**src/rtl/alu_pkg.sv**
```systemverilog
// Shared operation codes and FSM state encoding for the sequential ALU.
package alu_pkg;

  localparam logic [3:0] OP_AND = 4'b0000;
  localparam logic [3:0] OP_OR  = 4'b0001;
  localparam logic [3:0] OP_ADD = 4'b0010;
  localparam logic [3:0] OP_SUB = 4'b0110;
  localparam logic [3:0] OP_SLT = 4'b0111;
  localparam logic [3:0] OP_NOR = 4'b1100;
  localparam logic [3:0] OP_MUL = 4'b1000;

  typedef enum logic [1:0] {
    ST_IDLE = 2'd0,
    ST_MUL  = 2'd1,
    ST_DONE = 2'd2
  } state_t;

endpackage

```
**src/rtl/alu_comb.sv**
```systemverilog
// Combinational WIDTH-bit ALU datapath: logic ops, add/sub, set-less-than.
module alu_comb
  import alu_pkg::*;
#(
  parameter int unsigned WIDTH = 32,
  parameter int unsigned CW    = 4
) (
  input  logic [WIDTH-1:0] a,
  input  logic [WIDTH-1:0] b,
  input  logic [CW-1:0]    ctrl,
  output logic [WIDTH-1:0] result,
  output logic             cout,
  output logic             overflow
);

  localparam int unsigned SW = WIDTH + 1;

  logic             sub_op;
  logic [WIDTH-1:0] b_eff;
  logic [WIDTH:0]   sum;
  logic             ovf;

  // SUB and SLT share the A + ~B + 1 adder path
  always_comb begin
    sub_op   = (ctrl == CW'(OP_SUB)) || (ctrl == CW'(OP_SLT));
    b_eff    = sub_op ? ~b : b;
    sum      = {1'b0, a} + {1'b0, b_eff} + SW'(sub_op);
    ovf      = (a[WIDTH-1] == b_eff[WIDTH-1]) && (sum[WIDTH-1] != a[WIDTH-1]);
    result   = '0;
    cout     = 1'b0;
    overflow = 1'b0;
    case (ctrl)
      CW'(OP_AND): result = a & b;
      CW'(OP_OR):  result = a | b;
      CW'(OP_NOR): result = ~(a | b);
      CW'(OP_ADD), CW'(OP_SUB): begin
        result   = sum[WIDTH-1:0];
        cout     = sum[WIDTH];
        overflow = ovf;
      end
      CW'(OP_SLT): begin
        result = WIDTH'(sum[WIDTH-1] ^ ovf);
        cout   = sum[WIDTH];
      end
      default: ;
    endcase
  end

endmodule

```
**src/rtl/alu_seq.sv**
```systemverilog
// Registered ALU with start/valid handshake and a shift-add multiplier that
// stalls the issuer through busy_o.
module alu_seq
  import alu_pkg::*;
#(
  parameter int unsigned WIDTH = 32,
  parameter int unsigned CW    = 4
) (
  input  logic             clk_i,
  input  logic             rst_i,
  input  logic             start_i,
  input  logic [CW-1:0]    ctrl_i,
  input  logic [WIDTH-1:0] src1_i,
  input  logic [WIDTH-1:0] src2_i,
  output logic [WIDTH-1:0] result_o,
  output logic [WIDTH-1:0] result_hi_o,
  output logic             zero_o,
  output logic             cout_o,
  output logic             overflow_o,
  output logic             busy_o,
  output logic             valid_o
);

  localparam int unsigned CNTW = $clog2(WIDTH + 1);

  state_t            state_q, state_d;
  logic [WIDTH-1:0]  mcand_q, mcand_d;
  logic [WIDTH-1:0]  mplier_q, mplier_d;
  logic [WIDTH-1:0]  acc_q, acc_d;
  logic [CNTW-1:0]   count_q, count_d;
  logic [WIDTH-1:0]  result_d, result_hi_d;
  logic              zero_d, cout_d, overflow_d, busy_d, valid_d;

  logic [WIDTH-1:0]  alu_a, alu_b, alu_res;
  logic [CW-1:0]     alu_ctrl;
  logic              alu_cout, alu_ovf;
  logic [WIDTH-1:0]  step_sum;
  logic              step_carry;

  // During MUL the datapath is borrowed to add the multiplicand into acc
  assign alu_a    = (state_q == ST_MUL) ? acc_q      : src1_i;
  assign alu_b    = (state_q == ST_MUL) ? mcand_q    : src2_i;
  assign alu_ctrl = (state_q == ST_MUL) ? CW'(OP_ADD) : ctrl_i;

  alu_comb #(.WIDTH(WIDTH), .CW(CW)) u_alu_comb (
    .a        (alu_a),
    .b        (alu_b),
    .ctrl     (alu_ctrl),
    .result   (alu_res),
    .cout     (alu_cout),
    .overflow (alu_ovf)
  );

  always_comb begin
    state_d     = state_q;
    mcand_d     = mcand_q;
    mplier_d    = mplier_q;
    acc_d       = acc_q;
    count_d     = count_q;
    result_d    = result_o;
    result_hi_d = result_hi_o;
    zero_d      = zero_o;
    cout_d      = cout_o;
    overflow_d  = overflow_o;
    busy_d      = 1'b0;
    valid_d     = 1'b0;
    step_carry  = mplier_q[0] ? alu_cout : 1'b0;
    step_sum    = mplier_q[0] ? alu_res  : acc_q;
    case (state_q)
      ST_MUL: begin
        busy_d   = 1'b1;
        acc_d    = {step_carry, step_sum[WIDTH-1:1]};
        mplier_d = {step_sum[0], mplier_q[WIDTH-1:1]};
        count_d  = count_q - CNTW'(1);
        if (count_q == CNTW'(1)) begin
          state_d     = ST_DONE;
          busy_d      = 1'b0;
          valid_d     = 1'b1;
          result_d    = mplier_d;
          result_hi_d = acc_d;
          zero_d      = (mplier_d == '0);
          cout_d      = 1'b0;
          overflow_d  = 1'b0;
        end
      end
      default: begin
        // IDLE and DONE both accept a new request
        state_d = ST_IDLE;
        if (start_i) begin
          if (ctrl_i == CW'(OP_MUL)) begin
            state_d  = ST_MUL;
            busy_d   = 1'b1;
            mcand_d  = src1_i;
            mplier_d = src2_i;
            acc_d    = '0;
            count_d  = CNTW'(WIDTH);
          end else begin
            valid_d     = 1'b1;
            result_d    = alu_res;
            result_hi_d = '0;
            zero_d      = (alu_res == '0);
            cout_d      = alu_cout;
            overflow_d  = alu_ovf;
          end
        end
      end
    endcase
  end

  always_ff @(posedge clk_i) begin
    if (rst_i) begin
      state_q     <= ST_IDLE;
      mcand_q     <= '0;
      mplier_q    <= '0;
      acc_q       <= '0;
      count_q     <= '0;
      result_o    <= '0;
      result_hi_o <= '0;
      zero_o      <= 1'b1;
      cout_o      <= 1'b0;
      overflow_o  <= 1'b0;
      busy_o      <= 1'b0;
      valid_o     <= 1'b0;
    end else begin
      state_q     <= state_d;
      mcand_q     <= mcand_d;
      mplier_q    <= mplier_d;
      acc_q       <= acc_d;
      count_q     <= count_d;
      result_o    <= result_d;
      result_hi_o <= result_hi_d;
      zero_o      <= zero_d;
      cout_o      <= cout_d;
      overflow_o  <= overflow_d;
      busy_o      <= busy_d;
      valid_o     <= valid_d;
    end
  end

endmodule
```
**config.mk**
```make
export PLATFORM = sky130hd
export DESIGN_NAME = alu_seq
export DESIGN_NICKNAME = d
export VERILOG_FILES = /design/src/rtl/alu_pkg.sv /design/src/rtl/alu_comb.sv /design/src/rtl/alu_seq.sv
export SDC_FILE = /design/constraint.sdc
export NUM_CORES = 1
export LEC_CHECK = 0
export CAP_MARGIN = 20
export CORE_MARGIN = 8
export CORE_UTILIZATION = 55
export DETAILED_ROUTE_END_ITERATION = 7
export GPL_ROUTABILITY_DRIVEN = 1
export PLACE_DENSITY = 0.79
export SLEW_MARGIN = 20
export SYNTH_ARGS = -nofsm -noshare
export SYNTH_HDL_FRONTEND = slang
export SYNTH_HIERARCHICAL = 1
export SYNTH_SLANG_ARGS = --single-unit
```
**constraint.sdc**
```tcl
create_clock -name clk_i -period 5.7 [get_ports clk_i]
set_clock_uncertainty 0.15 [all_clocks]
set_input_delay 0.57 -clock clk_i [delete_from_list [all_inputs] [get_ports clk_i]]
set_output_delay 0.57 -clock clk_i [all_outputs]
set_load 0.02 [all_outputs]
```
# Yosys cells after proc, flatten, opt, wreduce, memory -nomap -nowiden
# Index checks and enable logic that the tools add are counted.
# op_classes
n_addsub,3
n_eq_ne,12
n_mux,49
n_bitwise,6
n_reduce_logical,12
# ops
operator,count
32-bit 2-to-1 mux,18
32-bit case mux with 5 select lines,1
32-bit zero test,2
32-bit inverter,2
32-bit by 32-bit adder with 33-bit output,1
33-bit by 1-bit adder with 33-bit output,1
32-bit AND,1
32-bit OR,1
1-bit 2-to-1 mux,24
6-bit 2-to-1 mux,3
4-bit by 3-bit equality test with 1-bit output (second input constant),2
4-bit equality test (second input constant),2
6-bit by 1-bit equality test with 1-bit output (second input constant),1
3-bit AND reduction,2
6-bit by 1-bit subtractor with 6-bit output (second input constant),1
4-bit by 1-bit equality test with 1-bit output (second input constant),1
4-bit by 2-bit equality test with 1-bit output (second input constant),1
4-bit zero test,1
2-bit 2-to-1 mux,2
4-bit 2-to-1 mux,1
2-bit nonzero test,2
3-bit OR reduction,1
2-bit by 1-bit equality test with 1-bit output (second input constant),1
2-bit by 1-bit != test with 1-bit output (second input constant),1
other kinds (9),9
# word_totals
reg_bits,173
in_bits,71
output_inout_bits,69

# Logic depth before layout (Yosys ltp)
# logic_depth
depth_word,15
ltp_mapped,22
depth_no_buf,17

# Hierarchy
# The synthesis kept the hierarchy.
# modules_own_cells
mod,n_inst,cells_each,area_each_um2,seq_area_each_um2
alu_seq,1,1108,7963.9,3463.3
alu_comb,1,473,3251.9,0.0

# Worst setup path before layout
# OpenSTA, ideal clock, no wires.
# synth_path
path_type,register to register
from,register state_q[1]
to,register zero_o
setup_time_ps,79
t_arrival_ps,4536
t_required_ps,5471
setup_slack_ps,936
stages_incl_launch_ff,21
path_buffers,4
cell_sequence,dfxtp_1 > nand2b_1 > clkbuf_1 > clkbuf_1 > clkbuf_1 > and2_1 > nand3b_1 > buf_1 > xnor2_1 > ha_1 > a21oi_1 > o21ai_0 > a221oi_1 > o21a_1 > o31ai_1 > nor3b_1 > a211o_1 > nor4_1 > and4_1 > nand3_1 > o211ai_1
# synth_via
word_cells_on_any_way,35
cone_classes,add/sub (2); eq/ne (10); mux (10); bitwise (5); reduce/logical (8)
# synth_rtl
item,line_no,text
from (decl),alu_seq.sv:26,"state_t state_q, state_d;"
from (signal assigned),alu_seq.sv:125,state_q <= state_d;
2-bit by 1-bit equality test with 1-bit output (*),alu_seq.sv:43,assign alu_ctrl = (state_q == ST_MUL) ? CW'(OP_ADD) : ctrl_i;
4-bit 2-to-1 mux (*),alu_seq.sv:43,
net alu_ctrl[3],alu_seq.sv:35,logic [CW-1:0] alu_ctrl;
4-bit by 3-bit equality test with 1-bit output,"alu_comb.sv:25, alu_comb.sv:32",
1-bit logical OR,alu_comb.sv:25,sub_op = (ctrl == CW'(OP_SUB)) || (ctrl == CW'(OP_SLT));
32-bit 2-to-1 mux,alu_comb.sv:26,b_eff = sub_op ? ~b : b;
32-bit by 32-bit adder with 33-bit output,alu_comb.sv:27,"sum = {1'b0, a} + {1'b0, b_eff} + SW'(sub_op);"
33-bit by 1-bit adder with 33-bit output,alu_comb.sv:27,
32-bit case mux with 5 select lines (*),alu_comb.sv:32,case (ctrl)
net alu_res[30],alu_seq.sv:34,"logic [WIDTH-1:0] alu_a, alu_b, alu_res;"
32-bit zero test (*),alu_seq.sv:101,zero_d = (alu_res == '0);
1-bit 2-to-1 mux (*),alu_seq.sv:90,if (ctrl_i == CW'(OP_MUL)) begin
1-bit 2-to-1 mux (*),alu_seq.sv:89,if (start_i) begin
1-bit 2-to-1 mux (*),alu_seq.sv:69,case (state_q)
to (signal assigned),alu_seq.sv:132,zero_o <= zero_d;
to (decl),alu_seq.sv:17,"output logic zero_o,"
# The timed path passes the listed nets; every way through them passes the cells marked *. The select of a mux whose other input is x is not followed.
# A chain may end at the register's enable or synchronous reset.

# Worst setup path in the final report
# layout_path
from,register state_q[1]
to,register zero_o
# layout_via
word_cells_on_any_way,35
cone_classes,add/sub (2); eq/ne (10); mux (10); bitwise (5); reduce/logical (8)
# layout_rtl
item,line_no,text
2-bit by 1-bit equality test with 1-bit output (*),alu_seq.sv:42,assign alu_b = (state_q == ST_MUL) ? mcand_q : src2_i;
32-bit 2-to-1 mux (*),alu_seq.sv:42,
net alu_b[12],alu_seq.sv:34,
32-bit inverter,alu_comb.sv:26,
32-bit 2-to-1 mux (*),alu_comb.sv:26,
32-bit by 32-bit adder with 33-bit output (*),alu_comb.sv:27,
33-bit by 1-bit adder with 33-bit output (*),alu_comb.sv:27,
32-bit case mux with 5 select lines (*),alu_comb.sv:32,
net alu_res[14],alu_seq.sv:34,
32-bit zero test (*),alu_seq.sv:101,
1-bit 2-to-1 mux (*),alu_seq.sv:90,
1-bit 2-to-1 mux (*),alu_seq.sv:89,
1-bit 2-to-1 mux (*),alu_seq.sv:69,
# Marks and branches as above.

==> metrics.md <==
| Metric | Value |
|---|---|
| Outcome | completed |
| End of the critical path | zero_o$_SDFFE_PP1P_ |
| Final Max Slew Viols | 0 |
| R2r setup slk | about 0.71 ns |
| Worst setup EP type | register |
| CTS HTree Levels | 4 |
| Clk_lat worst skew | ~0.44 ns |
| Drt pass-1 iters | 6 |
| Maximum fanout along the worst path | between 100 and 150 |
| Total gr overflow | 0 |
| # rows | 52 |
| Count of input and output buffers | approximately 140 |
| YS warnings | 6 |
| Global-route wire length before repair | between 60 and 70 mm |
| # setup viols final | 0 |
| Largest net degree at the start of global routing | roughly 130 |
| Slowest CP cell | nor4_1 |
| Seq cells post-synth | approximately 170 |
| Number of global-route vias before repair | between 10000 and 15000 |
| FF-to-FF Start | state_q[1]$_SDFFE_PP0P_ |
| Reg clk slew, reported paths | 0.07 ns |
| Syn nets | between 1500 and 2000 |
| Post-route cell area | approximately 13000 um2 |
| DP HPWL | approximately 29 mm |
| Crit path required time | 5.90 ns |
| # Post-CTS Setup Buffers | 0 |
| Mapped cell area | around 11000 um2 |
| Crit-path cells | nand2b_4 > buf_12 > nand2_1 > nand2_1 > xnor2_1 > ha_1 > a21oi_1 > nand2_1 > a221oi_1 > o21ai_0 > xnor2_1 > o21ai_0 > nor4_1 > and4_1 > nand3_1 > o211ai_1 |
| Routed Antenna Nets | 0 |
| Max Cap Viol | 0 |
| Starting Density | 0.558 |
| Async SR Flop Fraction | 0 |
| Least-Margin Pin Slew | roughly 1.2 ns |
| Vias per cell | roughly 6.3 |
| Post-Route Setup TNS | 0 ns |
| Iteration-0 DRC Markers | roughly 1300 |
| Post-Syn Instances | 1581 |
| VDD IR-drop max | ~0.19 mV |
| Fin crit share | 0.876 |
| Ant. Diodes | 0 |
| Core Region | 20100 um2 |
| Clk buf depth | 2 |
| Vias post-DR | 12100 |
| CP Class | register to register |
| Placed Instance Area | roughly 13000 um2 |
| CP Launch Type | register |
| CTS tree | yes |
| EDFF count, synth | 0 |
| Worst relative slew slack | 0.226 |
| Hold_ws | a little over 0.3 ns |
| P per Cell Area | roughly 250 nW/um2 |
| Library cells used by synthesis | 65 |
| Final min period | ~5 ns |
| Clock sink count | 173 |
| Most used cell, CP | nand2_1 |
| Total I/O pin count | 140 |
| WP data arrival | approximately 5.2 ns |
| CTS root buffer | clkbuf_16 |
| Fin nets | 1761 |
| CP peak stage delay | between 0.6 and 0.7 ns |
| Die H | 159 um |
| R2R depth | 16 |
| Initial antenna violation count | 0 |
| Hold Fails Final Rpt | 0 |
| Share of post-route cells with drive strength above 1 | 0.0571 |
| Final GP Congestion | around 1 |
| Post-CTS sizing | 0 |
| Layout filler cell count | ~1700 |
| All-Layer GR Usage | 0.300 |
| Width of the die | between 150 and 200 um |
| F_max | roughly 200 MHz |
| Avg Cell Area, Syn | 7.09 um2 |
| Unrepaired setup endpoints after global routing | false |
| CTS Buf Count | 17 |
| Area Overhead vs Synth | 19.2% |
| Hold_buf cts | 0 |
| Routed length per instance | between 20 and 25 um |
| Drt drc | 0 |
| Hold crit path type | register to register |
| Post-synth top flop | dfxtp_1 |
| FF-to-FF End | zero_o$_SDFFE_PP1P_ |
| Leakage Power | between 5 and 6 nW |
| Post-synthesis sequential area ratio | 0.309 |
| Critical Path Start | state_q[1]$_SDFFE_PP0P_ |
| Die area | ~25000 um2 |
| Total Wirelength | 39.4 mm |
[synth_stat cells, types with 31 or more instances]
cell	n	area, um2
a21o_1	43	323
mux2i_1	32	320
nand3_1	44	220
dfxtp_1	173	3460
a21oi_1	146	731
nor2_1	156	586
nor3_1	40	200
clkbuf_1	86	323
nand2_1	443	1660
a221oi_1	31	272
xnor2_1	38	333
o21ai_0	44	220
ha_1	38	475
a311oi_1	55	482
[worst max-delay path: cells and delay by family, from the launching register on]
kind / cells / cell delay (ns)
adders and majority gates: 1 / 0.39
DFF: 1 / 0.42
xor gates and xnor gates: 2 / 0.34
AOI/OAI and AO/OA: 5 / 1.33
buffers and inverters: 1 / 0.45
and+or+nand+nor: 7 / 1.75
[worst min-delay path by stage]
stage               cells past startpoint                          from                            to
global route                            2      mcand_q[17]$_SDFFE_PP0P_      mcand_q[17]$_SDFFE_PP0P_
floorplan                               2       mcand_q[0]$_SDFFE_PP0P_       mcand_q[0]$_SDFFE_PP0P_
detailed placement                      2  result_hi_o[22]$_SDFFE_PP0P_  result_hi_o[22]$_SDFFE_PP0P_
finish                                  2   result_hi_o[4]$_SDFFE_PP0P_   result_hi_o[4]$_SDFFE_PP0P_
CTS                                     2  result_hi_o[10]$_SDFFE_PP0P_  result_hi_o[10]$_SDFFE_PP0P_
global placement                        2  result_hi_o[13]$_SDFFE_PP0P_  result_hi_o[13]$_SDFFE_PP0P_
[kinds of logic (layout without fill, tap and decap cells)]
kind of cell,Yosys count,count (layout),synth area share
AO/OA/AOI/OAI,390,390,0.238
buffers and inverters,132,215,0.0484
AND/OR/NAND/NOR,759,759,0.288
adder cells (fa/ha/maj),39,39,0.0442
multiplexers,32,32,0.0286
flip-flops,173,173,0.309
XOR/XNOR,56,56,0.0437
[cells in the final DEF (no fill, tap or decap), types with 31 or more instances in the layout]
master	instances
dfxtp_1	172
a221oi_1	31
a311oi_1	55
clkdlybuf4s50_1	138
mux2i_1	32
ha_1	38
a21o_1	43
nor2_1	156
xnor2_1	38
o21ai_0	44
nand3_1	44
nand2_1	442
a21oi_1	145
nor3_1	40
[per-stage QoR]
| step | setup slack (ns) | util | std cells | power, W |
|---|---|---|---|---|
| 3_3_place_gp | 0.417 | 0.635 | 1901 | 0.00214 |
| 3_5_place_dp | 0.414 | 0.636 | 1902 | 0.00214 |
| 5_1_grt | 0.340 | 0.665 | 1934 | 0.00343 |
| 6_report | 0.706 | 0.665 | 1934 | 0.00331 |
| 2_1_floorplan | 0.936 | - | 1581 | 0.00184 |
| 4_1_cts | 0.841 | 0.665 | 1934 | 0.00328 |
[registers in the layout (all words and copies together) (netlist names)]
name,count
mcand_q,32
result_hi_o,32
busy_o,1
state_q,2
valid_o,1
mplier_q,32
count_q,6
cout_o,1
acc_q,32
overflow_o,1
zero_o,1
result_o,32
[cell type report]
type / instances / area [um2] / area share
clock inverters: 14 / 151 / 0.0113
inverters: 12 / 45.0 / 0.00337
flip-flops and latches: 173 / 3460 / 0.259
repair buffers: 171 / 1670 / 0.125
clock buffers: 18 / 429 / 0.0321
multi-input cells: 1276 / 7270 / 0.544
well taps: 270 / 338 / 0.0253
[per-layer routing]
metal / track usage / up-vias / wire length (um) / share of wire
met5: 0 / - / 0 / 0
met4: 0.110 / 0 / 1140 / 0.029
met3: 0.0698 / 91 / 4370 / 0.11
met2: 0.430 / 689 / 16300 / 0.41
met1: 0.428 / 5617 / 17600 / 0.45
li1: - / 5703 / - / -
[where the power goes]
group          switching, W  leakage, nW  total [W]  internal (W)
logic              0.000541         3.38   0.000873      0.000332
registers         0.0000278         1.40    0.00127       0.00124
clock network      0.000549        0.276    0.00117      0.000620
(Power assumes the default switching activity.)
